[src/rtl/shot_judge_if.sv]
// Frame-rate bus between the ball tracker and the shot judge.
interface shot_judge_if;
  logic       shotStart;
  logic [9:0] releaseX;
  logic [9:0] ballX;
  logic [9:0] ballY;
  logic [1:0] madeShot;
  logic       shotFinished;
  logic       busy;

  modport master (
    output shotStart, releaseX, ballX, ballY,
    input  madeShot, shotFinished, busy
  );

  modport slave (
    input  shotStart, releaseX, ballX, ballY,
    output madeShot, shotFinished, busy
  );
endinterface

[src/rtl/shot_judge.sv]
// Judges a basketball shot from per-frame ball positions: make (2/3), miss, or still flying.
// Define SHOT_TIMEOUT_EN to add a flight timer that forces a miss after TIMEOUT_FRAMES frames.
module shot_judge #(
  parameter int HOOP_X_MIN     = 560,
  parameter int HOOP_X_MAX     = 600,
  parameter int RIM_Y          = 160,
  parameter int FLOOR_Y        = 440,
  parameter int THREE_X        = 320,
  parameter int HOLD_FRAMES    = 4,
  parameter int TIMEOUT_FRAMES = 255
) (
  input  logic         frame_clk,
  input  logic         reset,
  shot_judge_if.slave  bus
);

  typedef enum logic [1:0] {IDLE, FLIGHT, ARMED, RESULT} state_t;

  localparam logic [9:0] X_MIN    = 10'(HOOP_X_MIN);
  localparam logic [9:0] X_MAX    = 10'(HOOP_X_MAX);
  localparam logic [9:0] RIM      = 10'(RIM_Y);
  localparam logic [9:0] FLOOR    = 10'(FLOOR_Y);
  localparam logic [9:0] THREE    = 10'(THREE_X);
  localparam logic [7:0] HOLD_LIM = 8'(HOLD_FRAMES);

  state_t     state;
  logic [1:0] made_shot;
  logic       shot_finished;
  logic       busy_q;
  logic       is_three;
  logic [9:0] prev_y;
  logic [7:0] hold_cnt;

  logic in_window;
  logic crossing;
  logic at_floor;
  logic time_up;

  assign in_window = (bus.ballX >= X_MIN) && (bus.ballX <= X_MAX);
  assign crossing  = (prev_y < RIM) && (bus.ballY >= RIM);
  assign at_floor  = (bus.ballY >= FLOOR);

`ifdef SHOT_TIMEOUT_EN
  localparam logic [8:0] TIMEOUT_LIM = 9'(TIMEOUT_FRAMES);
  logic [7:0] timer;

  // Counts frames spent in flight; held at zero while idle so each shot starts fresh.
  always_ff @(posedge frame_clk or negedge reset) begin
    if (!reset) begin
      timer <= '0;
    end else if (state == IDLE) begin
      timer <= '0;
    end else if ((state == FLIGHT || state == ARMED) && timer != 8'hFF) begin
      timer <= timer + 8'd1;
    end
  end

  assign time_up = ({1'b0, timer} + 9'd1) >= TIMEOUT_LIM;
`else
  assign time_up = 1'b0;
`endif

  always_ff @(posedge frame_clk or negedge reset) begin
    if (!reset) begin
      state         <= IDLE;
      made_shot     <= 2'b00;
      shot_finished <= 1'b0;
      busy_q        <= 1'b0;
      is_three      <= 1'b0;
      prev_y        <= '0;
      hold_cnt      <= '0;
    end else begin
      prev_y <= bus.ballY;
      case (state)
        IDLE: begin
          if (bus.shotStart) begin
            is_three  <= (bus.releaseX < THREE);
            made_shot <= 2'b00;
            busy_q    <= 1'b1;
            state     <= FLIGHT;
          end
        end
        FLIGHT: begin
          if (at_floor || time_up) begin
            made_shot     <= 2'b01;
            shot_finished <= 1'b1;
            hold_cnt      <= 8'd1;
            state         <= RESULT;
          end else if (bus.ballY < RIM) begin
            state <= ARMED;
          end
        end
        ARMED: begin
          // A make beats a floor/timeout miss seen in the same frame.
          if (crossing && in_window) begin
            made_shot     <= is_three ? 2'b11 : 2'b10;
            shot_finished <= 1'b1;
            hold_cnt      <= 8'd1;
            state         <= RESULT;
          end else if (at_floor || time_up) begin
            made_shot     <= 2'b01;
            shot_finished <= 1'b1;
            hold_cnt      <= 8'd1;
            state         <= RESULT;
          end else if (crossing) begin
            state <= FLIGHT;
          end
        end
        RESULT: begin
          if (hold_cnt >= HOLD_LIM) begin
            shot_finished <= 1'b0;
            busy_q        <= 1'b0;
            state         <= IDLE;
          end else begin
            hold_cnt <= hold_cnt + 8'd1;
          end
        end
        default: state <= IDLE;
      endcase
    end
  end

  assign bus.madeShot     = made_shot;
  assign bus.shotFinished = shot_finished;
  assign bus.busy         = busy_q;

endmodule

[src/flat_wrapper.sv]
// flat-port wrapper written by rule: the top's interface ports become plain ports
module shot_judge_flat 
#(
  parameter int HOOP_X_MIN     = 560,
  parameter int HOOP_X_MAX     = 600,
  parameter int RIM_Y          = 160,
  parameter int FLOOR_Y        = 440,
  parameter int THREE_X        = 320,
  parameter int HOLD_FRAMES    = 4,
  parameter int TIMEOUT_FRAMES = 255
)
  (frame_clk, reset, bus_shotStart, bus_releaseX, bus_ballX, bus_ballY, bus_madeShot, bus_shotFinished, bus_busy);
  shot_judge_if bus_i ();
  input  logic frame_clk;
  input  logic reset;
  input wire logic [$bits(bus_i.shotStart)-1:0] bus_shotStart;
  input wire logic [$bits(bus_i.releaseX)-1:0] bus_releaseX;
  input wire logic [$bits(bus_i.ballX)-1:0] bus_ballX;
  input wire logic [$bits(bus_i.ballY)-1:0] bus_ballY;
  output wire logic [$bits(bus_i.madeShot)-1:0] bus_madeShot;
  output wire logic [$bits(bus_i.shotFinished)-1:0] bus_shotFinished;
  output wire logic [$bits(bus_i.busy)-1:0] bus_busy;
  assign bus_i.shotStart = bus_shotStart;
  assign bus_i.releaseX = bus_releaseX;
  assign bus_i.ballX = bus_ballX;
  assign bus_i.ballY = bus_ballY;
  assign bus_madeShot = bus_i.madeShot;
  assign bus_shotFinished = bus_i.shotFinished;
  assign bus_busy = bus_i.busy;
  shot_judge #(.HOOP_X_MIN(HOOP_X_MIN), .HOOP_X_MAX(HOOP_X_MAX), .RIM_Y(RIM_Y), .FLOOR_Y(FLOOR_Y), .THREE_X(THREE_X), .HOLD_FRAMES(HOLD_FRAMES), .TIMEOUT_FRAMES(TIMEOUT_FRAMES)) u_core (.frame_clk(frame_clk), .reset(reset), .bus(bus_i));
endmodule
[config.mk]
export PLATFORM = sky130hd
export DESIGN_NAME = shot_judge_flat
export DESIGN_NICKNAME = d
export VERILOG_FILES = /design/src/rtl/shot_judge_if.sv /design/src/rtl/shot_judge.sv /design/src/flat_wrapper.sv
export SDC_FILE = /design/constraint.sdc
export NUM_CORES = 1
export LEC_CHECK = 0
export CORE_ASPECT_RATIO = 1.4
export CORE_MARGIN = 3
export CORE_UTILIZATION = 40
export DETAILED_ROUTE_END_ITERATION = 8
export PLACE_DENSITY_LB_ADDON = 0.05
export SLEW_MARGIN = 20
export SYNTH_ARGS = -nofsm -noshare
export SYNTH_HDL_FRONTEND = slang
export SYNTH_SLANG_ARGS = --single-unit
export TNS_END_PERCENT = 1
[constraint.sdc]
create_clock -name frame_clk -period 6 [get_ports frame_clk]
set_clock_uncertainty 0.1 [all_clocks]
set_input_delay 0.6 -clock frame_clk [delete_from_list [all_inputs] [get_ports frame_clk]]
set_output_delay 0.6 -clock frame_clk [all_outputs]
set_load 0.02 [all_outputs]
==> impl_summary.md, run 1 <==
Worst setup path
Counting both buffers and inverters, the worst setup path holds a total of 1. The worst setup slack for register-to-register paths is 3.66 ns. In this run the critical register-to-register path is captured at u_core.hold_cnt[6]$_DFFE_PN0P_. Data on the critical path is required at its endpoint by 6.10 ns.

The largest fanout on the critical path is 6. The worst setup path is of the in2reg kind. The arrival time reported for the critical path endpoint is 2.45 ns.

The worst setup path endpoint is u_core.hold_cnt[6]$_DFFE_PN0P_. The source of the critical timing path is bus_ballX[9]. The count of cells along the worst register-to-register path is 6. The worst setup path is launched from a primary input. Among cell families on the critical path, the largest total delay comes from compound AO/OA/AOI/OAI gates. For this design, the slowest cell found on the critical path is sky130_fd_sc_hd__o21ai_0. The critical path depth is 6. On the worst path, the slowest cell contributes a delay of 0.52 ns.

The startpoint identified for the worst register-to-register timing path is u_core.state[0]$_DFFE_PN0P_. Walking the worst path, the cells encountered are clkdlybuf4s50_1, nor3b_1, o221ai_1, o21ai_0, nand2_1, and2_2. The worst setup path is captured at a register.

Timing
Setup repair after global routing left no endpoint under its margin. Once routing completed, OpenROAD measured the worst setup slack at 3.65 ns. The headroom to the max-slew limit is 0.392. The number of endpoints with negative hold slack in the final report is 0. Dividing the final minimum period by the clock period gives 0.392. For the pin with the worst max-slew slack, the measured transition is 0.910 ns. The total negative slack for setup checks is 0 ns. The post-route minimum period is 2.35 ns. The number of setup violations in the final report is 0. The achievable frequency is 425 MHz. The max-slew violation count is 0.

Power and ir drop
Of the total power, registers draw 0.358. The power per unit of standard cell area is 373 nW/um2. The internal power of the cells totals 0.000328 W. The highest ir drop seen on vdd is 0.000305 V.

The switching power summed over all nets is 0.000211 W. Of the total power, the share spent switching nets is 0.392. Of the total power, the clock network draws 0.145. The standby leakage power is 0.635 nW. The share of total power dissipated in combinational logic is 0.497.

Drt
The first routing iteration left 28 violations. After detailed routing, the number of remaining DRC violations is 0. The detail route stage leaves a number of antenna-violating nets equal to 0. The detailed router placed 939 vias in this run. The post-detailed-routing wire length is 2.46 mm. The wire length per cell after detailed routing is 14.3 um. The mean number of vias per cell is 5.46. The number of search-and-repair iterations in the first detailed-routing pass is 4.

Yosys
The number of synthesized flops with an enable pin is 0. The most used flip-flop cell after synthesis is sky130_fd_sc_hd__dfrtp_1. Counting flops and latches in the post-synthesis netlist gives 20. After synthesis, the netlist uses 41 different library cells. When the netlist entered floorplanning its net count stood at 148. The total of warnings raised by yosys is 0. Counting every instance in the synthesized netlist gives 108. After synthesis, the mean cell area works out to 10.2 um2. The mapped netlist covers 1100 um2. In the synthesized netlist the async set-or-reset flop fraction comes to 1.00.

The register area share after synthesis is 0.456.

Global route
The initial antenna violation count is 0. The number of global-route vias before repair was 977. The pin count of the biggest net entering global routing is 21.

The aggregate global routing overflow is 0. The overall fraction of global-route tracks in use is 0.160. The first global-routing pass estimated 4.26 mm of wire.

Place
The congestion estimate from routability-driven global placement came to 0.882. The count of buffers added on input and output ports is 27. After detailed placement, the total cell area comes to 1410 um2. The post-detailed-placement half-perimeter wirelength is 1.92 mm. The pre-CTS setup slack is 3.35 ns.

Clock tree
The number of clock buffers added by TritonCTS is 3. The clock transition at the registers of the reported paths is 0.11 ns. The number of buffers between clock root and the deepest sink is 2.

Clock tree synthesis found a total of 20 sinks. CTS built an H-tree with a depth of 1. The number of hold buffers added after CTS is 0.

The CTS tree is done. Once the clock tree was built, the setup fixing pass inserted 0 buffers. The cell at the root of the clock tree is sky130_fd_sc_hd__clkbuf_4.

After clock tree synthesis, the repair step resized 0 gates. Clock latency on the worst-skew pair, taken at its later pin, is 0.30 ns.

Run
The max capacitance violation total is 0.

Layout
The share of final-layout standard cells stronger than drive strength 1 is 0.0942. The final layout net count is 179. The most frequent standard cell in the layout excluding fill and tap cells is sky130_fd_sc_hd__clkdlybuf4s50_1. The number of antenna cells inserted is 0.

Summing all non-filler instances in the final layout gives an area of 1440 um2. In the layout the commonest cells are 27 x sky130_fd_sc_hd__clkdlybuf4s50_1, 20 x sky130_fd_sc_hd__dfrtp_1, 10 x sky130_fd_sc_hd__nor2_1. The area added between synthesis and finish is 31.4%.

Die
The number of core rows is 21. The width of the die is 50.3 um. The die footprint is 3420 um2. The die outline height is 68.0 um.

The I/O pin count is 37. For this configuration, the core starts out at a cell density of 0.440. In this run the standard cell core region covers 2500 um2.

Run status
The flow ran to the end, and the final reports show no timing, DRC or antenna violations.

Min path
The path class of the tightest hold or removal check is reg2reg.
Yosys cell counts, types with 2 or more instances:
library cell | instances | share of area
sky130_fd_sc_hd__dfrtp_1 | 20 | 0.46
sky130_fd_sc_hd__nor2_1 | 10 | 0.034
sky130_fd_sc_hd__o21ai_0 | 9 | 0.041
sky130_fd_sc_hd__ha_1 | 7 | 0.080
sky130_fd_sc_hd__a21oi_1 | 6 | 0.027
sky130_fd_sc_hd__nand2_1 | 6 | 0.020
sky130_fd_sc_hd__and2_1 | 4 | 0.023
sky130_fd_sc_hd__inv_1 | 4 | 0.014
sky130_fd_sc_hd__nor2b_1 | 3 | 0.017
sky130_fd_sc_hd__a221oi_1 | 2 | 0.016
sky130_fd_sc_hd__a22oi_1 | 2 | 0.014
sky130_fd_sc_hd__a31oi_1 | 2 | 0.011
sky130_fd_sc_hd__and3_1 | 2 | 0.011
sky130_fd_sc_hd__o211ai_1 | 2 | 0.014
sky130_fd_sc_hd__o31ai_1 | 2 | 0.014
sky130_fd_sc_hd__or2_2 | 2 | 0.011
final cells by class:
class                           instances  area [um2]
Sequential cell                        20         500
Timing Repair Buffer                   27         270
Tap cell                               34        42.5
Inverter                                4        15.0
Fill cell                             227        1050
Clock buffer                            4        36.3
Multi-Input combinational cell         83         579
worst reg2reg max path, cell delays in order (launching register included):
cell and delay [ns]:
sky130_fd_sc_hd__dfrtp_1 0.49, sky130_fd_sc_hd__inv_1 0.12, sky130_fd_sc_hd__ha_1 0.34, sky130_fd_sc_hd__o2111ai_1 0.19, sky130_fd_sc_hd__o21ai_0 0.50, sky130_fd_sc_hd__nand2_1 0.25, sky130_fd_sc_hd__and2_2 0.25
metrics by stage:
step / instances / power [W] / util / hold WS [ns]
floorplan: 108 / 0.000378 / - / 0.204
global placement: 168 / 0.000449 / 0.564 / 0.368
detailed placement: 168 / 0.000462 / 0.564 / 0.366
CTS: 172 / 0.000541 / 0.578 / 0.393
global route: 172 / 0.000585 / 0.578 / 0.413
finish: 172 / 0.000539 / 0.578 / 0.388
how the worst min path moves through the flow:
stage | start | end | slack, ns | cells past startpoint
CTS | u_core.bus.madeShot[1]$_DFFE_PN0P_ | u_core.bus.madeShot[1]$_DFFE_PN0P_ | 0.39 | 1
floorplan | reset | u_core.bus.busy$_DFFE_PN0P_ | 0.20 | 0
finish | u_core.bus.madeShot[1]$_DFFE_PN0P_ | u_core.bus.madeShot[1]$_DFFE_PN0P_ | 0.39 | 1
global placement | u_core.bus.madeShot[1]$_DFFE_PN0P_ | u_core.bus.madeShot[1]$_DFFE_PN0P_ | 0.37 | 1
detailed placement | u_core.bus.madeShot[1]$_DFFE_PN0P_ | u_core.bus.madeShot[1]$_DFFE_PN0P_ | 0.37 | 1
global route | u_core.bus.madeShot[1]$_DFFE_PN0P_ | u_core.bus.madeShot[1]$_DFFE_PN0P_ | 0.41 | 1
metal layers:
layer	share of wire	global-route usage	vias to the layer above	wire [um]
li1	-	-	462	-
met1	0.42	0.183	444	1020
met2	0.51	0.291	27	1260
met3	0.048	0.0349	6	119
met4	0.022	0.0606	0	53
met5	0	0	-	0
sequential cells by signal, indices dropped and copies added (netlist names):
signal	count
u_core.hold_cnt	8
u_core.prev_y	5
u_core.bus.madeShot	2
u_core.state	2
u_core.bus.busy	1
u_core.bus.shotFinished	1
u_core.is_three	1
cell families (layout without fill, tap and decap cells):
group / after synthesis / after routing / share of synthesized area
fa+ha+maj: 7 / 7 / 0.0797
flops: 20 / 20 / 0.456
mux: 1 / 1 / 0.00911
buf+inv: 5 / 35 / 0.0171
compound gates: 36 / 36 / 0.220
simple gates: 39 / 39 / 0.219
power groups by stage:
stage                     combinational (W)  sequential (W)   clock, W
final                              0.000268        0.000193  0.0000778
after global routing               0.000304        0.000198  0.0000834
after CTS                          0.000269        0.000192  0.0000802
after detailed placement           0.000267        0.000195          0
after global placement             0.000256        0.000193          0
after floorplan                    0.000181        0.000197          0
Note: power is estimated with default switching activity, not from simulation.
==> run 2: changes to the inputs <==
- clock period: 6 -> 2.24 ns (I/O delays scaled with it)
==> impl_summary.md, run 2 (synthesis gave the netlist of run 1 again) <==
Run status
The flow ran to the end, and the final reports show no timing, DRC or antenna violations.

Worst setup path
The cell family with the largest share of critical-path delay is simple AND/OR/NAND/NOR gates. The category of the critical setup timing path is reg2reg. STA classifies the critical path endpoint as a register. The critical path's largest stage delay is 0.58 ns (+0.06 ns). The largest fanout on the critical path was 5 (-1).

The startpoint kind of the worst setup timing path is a register. The signal on the critical path passes through or4_4, nor4b_4, nor2_2, and2_4, o22a_1. The arrival time reported for the critical path endpoint is 2.08 ns (-0.37 ns). The startpoint identified for the worst register-to-register timing path is u_core.hold_cnt[6]$_DFFE_PN0P_. The cell with the largest stage delay on the worst path is sky130_fd_sc_hd__or4_4. The count of buffer and inverter cells on the critical path is 0 (-1).

The source of the critical timing path is u_core.hold_cnt[6]$_DFFE_PN0P_. The required time at the worst-slack endpoint is 2.34 ns (-3.76 ns).

Power and ir drop
The standby leakage power was 0.660 nW (+3.9%). The highest ir drop seen on vdd is 0.000775 V (+150%). The power per unit of standard cell area is 991 nW/um2 (+170%).

Layout
The number of flip-flops in the largest register is 8 (unchanged). The total of fill cells in the finished design is 230 (+1.3%). The most frequent standard cell in the layout excluding fill and tap cells is sky130_fd_sc_hd__clkdlybuf4s50_1. The area added between synthesis and finish is 34.9%. The final layout net count is 184 (+2.8%).

The share of final-layout standard cells stronger than drive strength 1 is 0.126 (+0.0317). The largest registers in the layout are u_core.hold_cnt: 8 flops, u_core.prev_y: 5 flops. The register containing the most flip-flops in the final layout is u_core.hold_cnt. The number of antenna cells inserted is 0 (unchanged). Leaving out fill and tap cells, the most frequent cells in the layout are 27 x sky130_fd_sc_hd__clkdlybuf4s50_1, 20 x sky130_fd_sc_hd__dfrtp_1, 10 x sky130_fd_sc_hd__nor2_1. The final design instance area without fill came to 1480 um2 (+2.6%).

Timing
The max-slew violation count is 0 (unchanged). The total negative slack for setup checks is 0 ns (unchanged). The headroom to the max-slew limit is 0.732 (+0.340). The slew at the pin closest to its max-slew limit was 0.399 ns (-0.511 ns). The tightest hold margin is 0.156 ns (-0.232 ns). The number of setup violations in the final report came to 0 (unchanged). The fraction of the cycle the final worst path needs is 0.882. The achievable frequency is 506 MHz. The number of endpoints with negative hold slack in the final report is 0 (unchanged). The post-route minimum period is 1.98 ns. Setup repair after global routing left no endpoint under its margin.

Drt
The antenna violation net count after detailed routing came to 0 (unchanged). The mean number of vias per cell is 5.36 (-1.9%). The total DRC errors in the routed layout is 0 (unchanged). The post-detailed-routing wire length was 2.49 mm (+1.5%). The number of vias after detailed routing is 948 (+0.96%). The DRC marker count from the first detailed-route iteration is 13 (-54%). The number of search-and-repair iterations in the first detailed-routing pass is 4 (unchanged). The wire length per cell after detailed routing was 14.1 um (-1.4%).

Clock tree
The number of hold buffers added after CTS is 0 (unchanged). The post-CTS repair timing setup buffer count is 0 (unchanged). The number of buffers between clock root and the deepest sink was 2 (unchanged). CTS placed an instance of sky130_fd_sc_hd__clkbuf_4 at the clock tree root.

The number of clock sinks seen by CTS is 20 (unchanged). The worst-skew pair later-pin latency is 0.30 ns (about the same). The number of buffers inserted during clock tree synthesis is 3 (unchanged).

The clock transition at the registers of the reported paths is 0.11 ns (about the same). TritonCTS built the clock tree. The count of instances resized after the clock tree is built came to 0 (unchanged). The maximum level of the CTS H-tree is 1 (unchanged).

Run
The max capacitance violation total is 0 (unchanged).

Die
The number of core rows was 21 (unchanged). The die outline height is 68.0 um (unchanged). The I/O pin count is 37 (unchanged). The die footprint is 3420 um2 (unchanged). The effective utilization at floorplan is 0.440 (unchanged). The width of the die is 50.3 um (unchanged). The core area came to 2500 um2 (unchanged).

Global route
The aggregate global routing overflow is 0 (unchanged). The pin count of the biggest net entering global routing was 21 (unchanged). The met1 track demand over resource is 0.174 (-0.00940).

The initial antenna violation count came to 0 (unchanged). The first-pass GRT wire length is 4.13 mm (-3.1%). The overall fraction of global-route tracks in use is 0.158 (-0.00178). In this run the most used layer during global routing was met2. The met3 demand-to-capacity share in global routing is 0.0370 (+0.00218). The global-route track usage on met2 is 0.296 (+0.00490). The number of global-route vias before repair is 970 (-0.72%).

Min path
The path class of the lowest-slack min-delay path is in2async.

Place
The routability-driven placement congestion ratio is 0.886 (+0.40%). The post-detailed-placement half-perimeter wirelength is 2.03 mm (+5.5%). The count of buffers inserted at the top-level ports was 27 (unchanged).

The instance area at placement was 1450 um2 (+2.7%).
==> run 2: per-stage QoR <==
stage	setup WS [ns]	power (W)	util	cells
6_report	0.263	0.00147	0.593	177
5_1_grt	0.154	0.00159	0.593	177
4_1_cts	0.250	0.00148	0.593	177
3_5_place_dp	0.112	0.00127	0.579	173
3_3_place_gp	0.181	0.00124	0.579	173
2_1_floorplan	0.338	0.00101	-	108
==> run 2: per-layer routing <==
| metal | vias up | wire length, um |
|---|---|---|
| met2 | 22 | 1330 |
| met4 | 0 | 31 |
| met3 | 4 | 117 |
| li1 | 469 | - |
| met1 | 453 | 1020 |
| met5 | - | 0 |
==> run 2: final timing paths <==
path	depth (start not counted)	endpoint	slack, ns
worst max-delay path	5	u_core.state[0]$_DFFE_PN0P_	0.26
worst min-delay path	2	u_core.hold_cnt[0]$_DFFE_PN0P_	0.16
worst max register to register	5	u_core.state[0]$_DFFE_PN0P_	0.26
worst min register to register	1	u_core.bus.madeShot[1]$_DFFE_PN0P_	0.39
max in group asynchronous	2	u_core.state[1]$_DFFE_PN0P_	1.68
min in group frame_clk	1	u_core.prev_y[5]$_DFF_PN0_	0.32
==> run 2: power by group <==
part	internal (W)	switching [W]
logic	0.000368	0.000394
clock network	0.0000992	0.000110
registers	0.000439	0.0000588
==> run 2: layout make-up <==
class	instances	area, um2	area share
clock buffers	4	36.3	0.0245
inverters	4	15.0	0.0101
multi-input cells	83	579	0.391
flip-flops and latches	20	500	0.338
well taps	34	42.5	0.0287
repair buffers	32	308	0.208
